<file path="src/rtl/param_rr_arb.sv">
// param_rr_arb - round-robin arbiter for one shared resource.
//
// Grants one of req_width requesters at a time. The grant is a registered
// one-hot bus with a binary index of the winner. A grant is held until the
// owner acks or drops its request. After that there is at least one idle
// cycle before the next grant. The search for the next winner starts just
// after the previous winner.
//
// Optional build macro: PARAM_RR_ARB_TIMEOUT_EN
//   When defined, a hold counter forces a release once a grant has been held
//   for timeout_cycles cycles, and pulses timeout for one cycle.
//   When undefined, grants are held indefinitely and timeout is tied to 0.
//
// Ports:
//   clk          in   rising-edge clock
//   rst          in   asynchronous active-high reset
//   req          in   [req_width]  level-sensitive requests
//   ack          in   owner done; only looked at while a grant is held
//   grant        out  [req_width]  registered one-hot grant, zero when idle
//   grant_idx    out  [idx_width]  index of the current or last winner
//   grant_valid  out  high while a grant is held
//   timeout      out  one-cycle pulse on a forced release
//
// States:
//   IDLE | no grant held; arbitrate whenever any req is set
//   BUSY | grant held until ack, owner drops req, or (optionally) timeout

module param_rr_arb #(
  parameter int req_width      = 4,
  parameter int idx_width      = 2,
  parameter int timeout_cycles = 16
) (
  input  logic                 clk,
  input  logic                 rst,
  input  logic [req_width-1:0] req,
  input  logic                 ack,
  output logic [req_width-1:0] grant,
  output logic [idx_width-1:0] grant_idx,
  output logic                 grant_valid,
  output logic                 timeout
);

  typedef enum logic {
    IDLE = 1'b0,
    BUSY = 1'b1
  } state_t;

  state_t               state_q, state_d;
  logic [req_width-1:0] grant_q, grant_d;
  logic [idx_width-1:0] grant_idx_q, grant_idx_d;
  logic [idx_width-1:0] last_idx_q, last_idx_d;

  logic [idx_width-1:0] sel_idx;
  logic [req_width-1:0] sel_onehot;
  logic                 owner_done;

  // Round-robin pick. A requester above last_idx wins over one at or below
  // it. Within each group the lowest index wins. Walking the bits from high
  // to low leaves the lowest match in each group. Because only real bit
  // positions are scanned, the wrap is modulo req_width.
  logic                 hi_found;
  logic [idx_width-1:0] hi_idx;
  logic [idx_width-1:0] lo_idx;

  always_comb begin
    hi_found = 1'b0;
    hi_idx   = '0;
    lo_idx   = '0;
    for (int j = req_width - 1; j >= 0; j--) begin
      if (req[j]) begin
        lo_idx = idx_width'(j);
        if (j > int'(last_idx_q)) begin
          hi_found = 1'b1;
          hi_idx   = idx_width'(j);
        end
      end
    end
    sel_idx = hi_found ? hi_idx : lo_idx;
  end

  always_comb begin
    sel_onehot = '0;
    for (int j = 0; j < req_width; j++) begin
      sel_onehot[j] = (idx_width'(j) == sel_idx);
    end
  end

  // Masking req with the registered grant avoids indexing req by grant_idx.
  // That indexing would be out of range if req_width < 2**idx_width.
  assign owner_done = ack || ((req & grant_q) == '0);

`ifdef PARAM_RR_ARB_TIMEOUT_EN
  localparam int CNT_W = (timeout_cycles > 2) ? $clog2(timeout_cycles) : 1;
  localparam logic [CNT_W-1:0] HOLD_LAST = CNT_W'(timeout_cycles - 1);

  logic [CNT_W-1:0] hold_cnt_q, hold_cnt_d;
  logic             timeout_q, timeout_d;
`endif

  always_comb begin
    state_d     = state_q;
    grant_d     = grant_q;
    grant_idx_d = grant_idx_q;
    last_idx_d  = last_idx_q;
`ifdef PARAM_RR_ARB_TIMEOUT_EN
    hold_cnt_d  = hold_cnt_q;
    timeout_d   = 1'b0;
`endif
    unique case (state_q)
      IDLE: begin
        if (|req) begin
          state_d     = BUSY;
          grant_d     = sel_onehot;
          grant_idx_d = sel_idx;
          last_idx_d  = sel_idx;
`ifdef PARAM_RR_ARB_TIMEOUT_EN
          hold_cnt_d  = '0;
`endif
        end
      end
      BUSY: begin
        // A normal release has priority, so it never raises timeout.
        if (owner_done) begin
          state_d = IDLE;
          grant_d = '0;
`ifdef PARAM_RR_ARB_TIMEOUT_EN
        end else if (hold_cnt_q == HOLD_LAST) begin
          state_d   = IDLE;
          grant_d   = '0;
          timeout_d = 1'b1;
        end else begin
          hold_cnt_d = hold_cnt_q + 1'b1;
`endif
        end
      end
      default: begin
        state_d = IDLE;
        grant_d = '0;
      end
    endcase
  end

  always_ff @(posedge clk or posedge rst) begin
    if (rst) begin
      state_q     <= IDLE;
      grant_q     <= '0;
      grant_idx_q <= '0;
      last_idx_q  <= idx_width'(req_width - 1);
    end else begin
      state_q     <= state_d;
      grant_q     <= grant_d;
      grant_idx_q <= grant_idx_d;
      last_idx_q  <= last_idx_d;
    end
  end

`ifdef PARAM_RR_ARB_TIMEOUT_EN
  always_ff @(posedge clk or posedge rst) begin
    if (rst) begin
      hold_cnt_q <= '0;
      timeout_q  <= 1'b0;
    end else begin
      hold_cnt_q <= hold_cnt_d;
      timeout_q  <= timeout_d;
    end
  end

  assign timeout = timeout_q;
`else
  assign timeout = 1'b0;
`endif

  assign grant       = grant_q;
  assign grant_idx   = grant_idx_q;
  assign grant_valid = (state_q == BUSY);

endmodule

</file>
<file path="config.mk">
export PLATFORM = sky130hd
export DESIGN_NAME = param_rr_arb
export DESIGN_NICKNAME = d
export VERILOG_FILES = /design/src/rtl/param_rr_arb.sv
export SDC_FILE = /design/constraint.sdc
export NUM_CORES = 1
export LEC_CHECK = 0
export ABC_AREA = 1
export CORE_AREA = 2 2 39 41
export DETAILED_ROUTE_END_ITERATION = 10
export DIE_AREA = 0 0 41 43
export GPL_TIMING_DRIVEN = 0
export PLACE_DENSITY = 0.67
export SYNTH_ARGS = -nofsm -noshare
export SYNTH_HDL_FRONTEND = slang
export SYNTH_SLANG_ARGS = --single-unit
</file>
<file path="constraint.sdc">
create_clock -name clk -period 1.4 [get_ports clk]
set_input_delay 0.28 -clock clk [delete_from_list [all_inputs] [get_ports clk]]
set_output_delay 0.28 -clock clk [all_outputs]
set_load 0.02 [all_outputs]
</file>
==> results of run 1 <==
-- area by class of cell --
type / count / area share
Sequential cell: 9 / 0.3273
Timing Repair Buffer: 13 / 0.1853
Tap cell: 16 / 0.02878
Clock buffer: 4 / 0.03777
Buffer: 1 / 0.01079
Inverter: 12 / 0.06475
Multi-Input combinational cell: 57 / 0.3453
-- placed cells by master (no fill, tap or decap), drive strengths merged --
| master | Yosys | routed |
|---|---|---|
| nand3 | 5 | 5 |
| clkbuf | 0 | 4 |
| nand2 | 33 | 33 |
| dlygate4sd2 | 0 | 7 |
| clkdlybuf4s50 | 0 | 3 |
| a21oi | 1 | 1 |
| dlymetal6s2s | 0 | 3 |
| inv | 12 | 12 |
| o21ai | 5 | 5 |
| or2 | 1 | 1 |
| dfstp | 2 | 2 |
| conb | 1 | 1 |
| nor2 | 10 | 10 |
| buf | 1 | 1 |
| dfrtp | 7 | 7 |
| nand4 | 1 | 1 |
-- state kept, by name, summed over array words and instances, names as in the netlist --
signal / count
grant: 4
grant_idx: 2
last_idx_q: 2
grant_valid: 1
-- logic make-up (layout without fill, tap and decap cells) --
logic type	Yosys count	after routing
buffers and inverters	13	30
DFF	9	9
other	1	1
and+or+nand+nor	50	50
AOI/OAI and AO/OA	6	6
-- Yosys cell counts --
| cell | number | area share |
|---|---|---|
| a21oi_1 | 1 | 0.0097 |
| buf_4 | 1 | 0.015 |
| conb_1 | 1 | 0.0073 |
| dfrtp_1 | 7 | 0.34 |
| dfstp_2 | 2 | 0.10 |
| inv_1 | 11 | 0.080 |
| inv_2 | 1 | 0.0073 |
| nand2_1 | 33 | 0.24 |
| nand3_1 | 5 | 0.049 |
| nand4_1 | 1 | 0.012 |
| nor2_1 | 10 | 0.073 |
| o21ai_0 | 5 | 0.049 |
| or2_0 | 1 | 0.012 |
-- report_power, final --
group          internal, W  switching [W]  total [W]  leakage, nW
sequential        0.000404      0.0000909   0.000495        0.110
combinational     0.000228       0.000424   0.000652        0.306
clock             0.000109      0.0000845   0.000194       0.0150
-- final timing paths --
| check | from | slack, ns | to |
|---|---|---|---|
| hold / removal | rst | 0.28 | grant_idx[1] |
| setup / recovery | grant_valid | 0.07 | grant_valid |
| min in group clk | grant_idx[1] | 0.47 | grant_idx[1] |
| hold reg to reg | grant_idx[1] | 0.47 | grant_idx[1] |
| setup reg to reg | last_idx_q[1] | 0.14 | grant[1] |
| max in group asynchronous | rst | 0.83 | last_idx_q[1] |
-- stage by stage --
stage	cell area (um^2)	hold slack, ns	utilization
6_report	695.7	0.2789	0.5027
5_1_grt	695.7	0.3158	0.5027
4_1_cts	680.7	0.2916	0.4919
3_5_place_dp	663.1	0.4731	0.4792
3_3_place_gp	663.1	0.4725	0.4792
2_1_floorplan	513.0	0.1065	-
-- metal layers --
| metal | GRT usage | wire length (um) | up-vias |
|---|---|---|---|
| met5 | 0 | 0 | - |
| met4 | 0.08000 | 11 | 0 |
| met3 | 0.03141 | 54 | 2 |
| met2 | 0.2219 | 509 | 16 |
| met1 | 0.2181 | 520 | 241 |
| li1 | - | - | 270 |
-- repair_timing --
item / CTS / global route
hold buffers: 0 / 0
resized for setup: 7 / 5
pin swaps: 0 / 2
endpoints found under the setup margin: 7 / 8
==> metrics.cfg, run 1 <==
[outcome]
status = finished clean

[logic_synthesis]
muxShareOfSynthArea = 0
yosys.area_share.simple = 0.3878
ys_types = 13
synth_top_family_by_area = simple AND/OR/NAND/NOR gates
synth_compound_area_frac = 0.05854
syn_avg_cell_area_um2 = 6.494
synth.yosys.seq_area_share = 0.4439
synth_nets = 86
netlist_area_um2 = 513.0
synth_xor_area_frac = 0
ys_seq_elements = 9
synthAdderAreaFrac = 0
postSynthCellCount = 79
synth_warnings = 0

[clock_network]
cts_tree = done
clkTransAtPathRegs_ns = 0.06
clock-sinks = 9
clockBufferDepth = 2
htree_levels = 1
postCtsSetupRepairBufs = 0
insertion_delay_ns = 0.25
cts-root-buf = clkbuf_4
numCtsBuffers = 3

[routing]
route.vias.total = 529
wire_per_inst_um = 9.777
routed_wl_mm = 1.095
via_per_inst = 4.723
drc = 0
drtPass1Iterations = 4
antenna_left = 0
drtIter0Drc = 10

[final_layout]
antenna_cells = 0
register_area_um2 = 227.7
stdcell_count = 112
n_fill_cell = 141
drive_gt1_frac = 0.09375
multiInputGateArea_um2 = 240.2
syn2layout_area_growth_pct = 35.61
final_nets = 104

[worst_setup_path]
worstSetupPathType = flip-flop to output pin
rr_worst_depth = 9
crit_required_ns = 1.12
path_cells = dlygate4sd2_1
cp.arrival_ns = 1.05
critPathMaxFanout = 6
cpMaxStageDelayCell = dfrtp_1
cp_num_buf_inv = 1
start_kind = flip-flop
cp_slowest_stage_delay_ns = 0.44
endpoint_kind = output pin
crit_family = flip-flops
worst-path-stages = 1

[timing]
maxSlewViolCount = 0
skew_ns = 0.004892
worst_slack_ns = 0.07029
finalCritPeriodShare = 0.9498
hold_viol_final = 0
fin_setup_tns_ns = 0
fmax_ghz = 0.7520
rsz0062_at_grt = false
finalCriticalPeriod_ns = 1.330
finalSetupViolations = 0

[floorplanning]
die_area_mm2 = 0.001763
core.rowCount = 14
coreArea_mm2 = 0.001384
initial_core_util = 0.3707
fp.dieH_um = 43
pin_count = 15
die-width_um = 41

[grt]
grt_max_degree = 10
grt_pass1_vias = 460
grt_pass1_wl_mm = 1.856
antenna_found_initial = 0
grt.overflow.total = 0
grtUsageTotal = 0.1567

[power]
p_leak_nw = 0.4313
total_power_w = 0.001341
power.density_mw_per_mm2 = 1928
vdd_drop_max_v = 0.0008923

[place]
dp_hpwl_um = 861.6
place_ws_ns = -0.2030
io_buffers = 13
gp_congestion = 0.7719
placed_cells = 108

[run]
maxCapViolCount = 0

[worst_hold_path]
hold_class = input port to asynchronous set/reset pin

No activity file was read; power rests on OpenSTA's default activity.
==> run 2: changes to the inputs <==
ABC_CLOCK_PERIOD_IN_PS = 1400   (was default)
PLACE_DENSITY = 0.77   (was 0.67)
==> metrics.cfg, run 2 (same netlist as run 1, synthesis figures left out) <==
[outcome]
status = finished clean  ; unchanged

[final_layout]
layout.cells.most_common = nand2_1  ; unchanged
syn2layout_area_growth_pct = 34.15  ; was 35.61%
antenna_cells = 0  ; unchanged
fin_util = 0.4973  ; was 0.5027
largest_reg_flops = 4  ; unchanged
final_nets = 104  ; unchanged
final_cell_area_um2 = 688.2  ; was 695.7 um^2
drive_gt1_frac = 0.08333  ; was 0.09375
final_cell_mix = nand2_1 (33), inv_1 (11), nor2_1 (9)  ; was nand2_1 (32), inv_1 (11), nor2_1 (10)

[floorplanning]
initial_core_util = 0.3707  ; unchanged
die_area_mm2 = 0.001763  ; unchanged
fp.dieH_um = 43  ; unchanged
core.rowCount = 14  ; unchanged
coreArea_mm2 = 0.001384  ; unchanged
pin_count = 15  ; unchanged
die-width_um = 41  ; unchanged

[clock_network]
cts_tree = done  ; unchanged
clkTransAtPathRegs_ns = 0.06  ; about the same
htree_levels = 1  ; unchanged
insertion_delay_ns = 0.26  ; was 0.25 ns
cts-root-buf = clkbuf_4  ; unchanged
postCtsSetupRepairBufs = 0  ; unchanged
clock-sinks = 9  ; unchanged
cts_resized = 7  ; unchanged
clockBufferDepth = 2  ; unchanged
numCtsBuffers = 3  ; unchanged
cts_hold_buf = 0  ; unchanged

[routing]
routed_wl_mm = 1.161  ; was 1.095 mm
wire_per_inst_um = 10.37  ; was 9.777 um
route.vias.total = 528  ; was 529
drc = 0  ; unchanged
drtPass1Iterations = 4  ; unchanged
via_per_inst = 4.714  ; was 4.723
antenna_left = 0  ; unchanged
drtIter0Drc = 14  ; was 10

[power]
p_leak_nw = 0.4212  ; was 0.4313 nW
total_power_w = 0.001344  ; was 0.001341 W
vdd_drop_max_v = 0.0008494  ; was 0.0008923 V
power.density_mw_per_mm2 = 1952  ; was 1928 mW/mm^2

[worst_hold_path]
hold_class = input port to asynchronous set/reset pin  ; unchanged

[place]
dpl_cell_area_um2 = 663.1  ; unchanged
io_buffers = 13  ; unchanged
gp_congestion = 0.8440  ; was 0.7719
dp_hpwl_um = 858.1  ; was 861.6 um

[worst_setup_path]
worstSetupPathType = flip-flop to output pin  ; unchanged
start_kind = flip-flop  ; unchanged
cp.arrival_ns = 1.05  ; about the same
critPathMaxFanout = 6  ; unchanged
endpoint_kind = output pin  ; unchanged
crit_family = flip-flops  ; unchanged
cp_slowest_stage_delay_ns = 0.43  ; was 0.44 ns
crit_required_ns = 1.12  ; about the same
cpMaxStageDelayCell = dfrtp_1  ; unchanged
cp_num_buf_inv = 1  ; unchanged
path_cells = dlygate4sd2_1  ; unchanged

[timing]
skew_ns = 0.006325  ; was 0.004892 ns
finalSetupViolations = 0  ; unchanged
fin_setup_tns_ns = 0  ; unchanged
fmax_ghz = 0.7542  ; was 0.7520 GHz
hold_viol_final = 0  ; unchanged
rsz0062_at_grt = false  ; unchanged
finalCritPeriodShare = 0.9471  ; was 0.9498
maxSlewViolCount = 0  ; unchanged
finalCriticalPeriod_ns = 1.326  ; was 1.330 ns

[grt]
grt_pass1_vias = 461  ; was 460
grtUsageTotal = 0.1485  ; was 0.1567
grt_max_degree = 10  ; unchanged
grt_pass1_wl_mm = 1.745  ; was 1.856 mm
antenna_found_initial = 0  ; unchanged
grt.overflow.total = 0  ; unchanged

[run]
maxCapViolCount = 0  ; unchanged

==> run 2: cell count changes in the layout (fill, tap and decap cells not counted), sizes merged <==
cell,previous run,this run
dlymetal6s2s,3,2
clkdlybuf4s50,3,4
==> run 2: area by class of cell <==
cell class,count,area (um^2)
fill,155,695.7
sequential,9,227.7
buffer,1,7.507
multi-input combinational,57,235.2
timing repair buffer,13,126.4
tap,16,20.02
inverter,12,45.04
clock buffer,4,26.28
==> run 2: through the flow <==
step                      setup slack [ns]  cells  hold slack, ns
after floorplan                     0.2039     79          0.1065
after global placement             -0.2094    108          0.4723
after detailed placement           -0.2146    108          0.4768
after CTS                          0.06030    112          0.2945
after global routing             0.0001458    112          0.3326
final                              0.07402    112          0.2814
==> run 2: metal layers <==
metal | track usage | vias up | part of all wire
met1 | 0.1946 | 236 | 0.49
li1 | - | 271 | -
met2 | 0.2188 | 16 | 0.44
met3 | 0.01571 | 5 | 0.053
met4 | 0.1000 | 0 | 0.016
met5 | 0 | - | 0
==> run 2: where the power goes <==
group	switching, W	leakage, nW	total [W]	internal, W
combinational	0.000426	0.296	0.000652	0.000226
clock	0.0000901	0.0150	0.000200	0.000110
sequential	0.0000871	0.110	0.000492	0.000404
total	0.000603	0.421	0.00134	0.000740
==> run 2: worst paths after layout <==
kind,from,end,slack (ns),depth (start not counted)
setup / recovery,grant_valid,grant_valid,0.07,1
setup reg to reg,last_idx_q[1],grant[1],0.09,9
hold reg to reg,grant_idx[1],grant_idx[1],0.49,2
max in group asynchronous,rst,last_idx_q[1],0.81,2
hold / removal,rst,grant[3],0.28,2
min in group clk,grant_idx[1],grant_idx[1],0.49,2
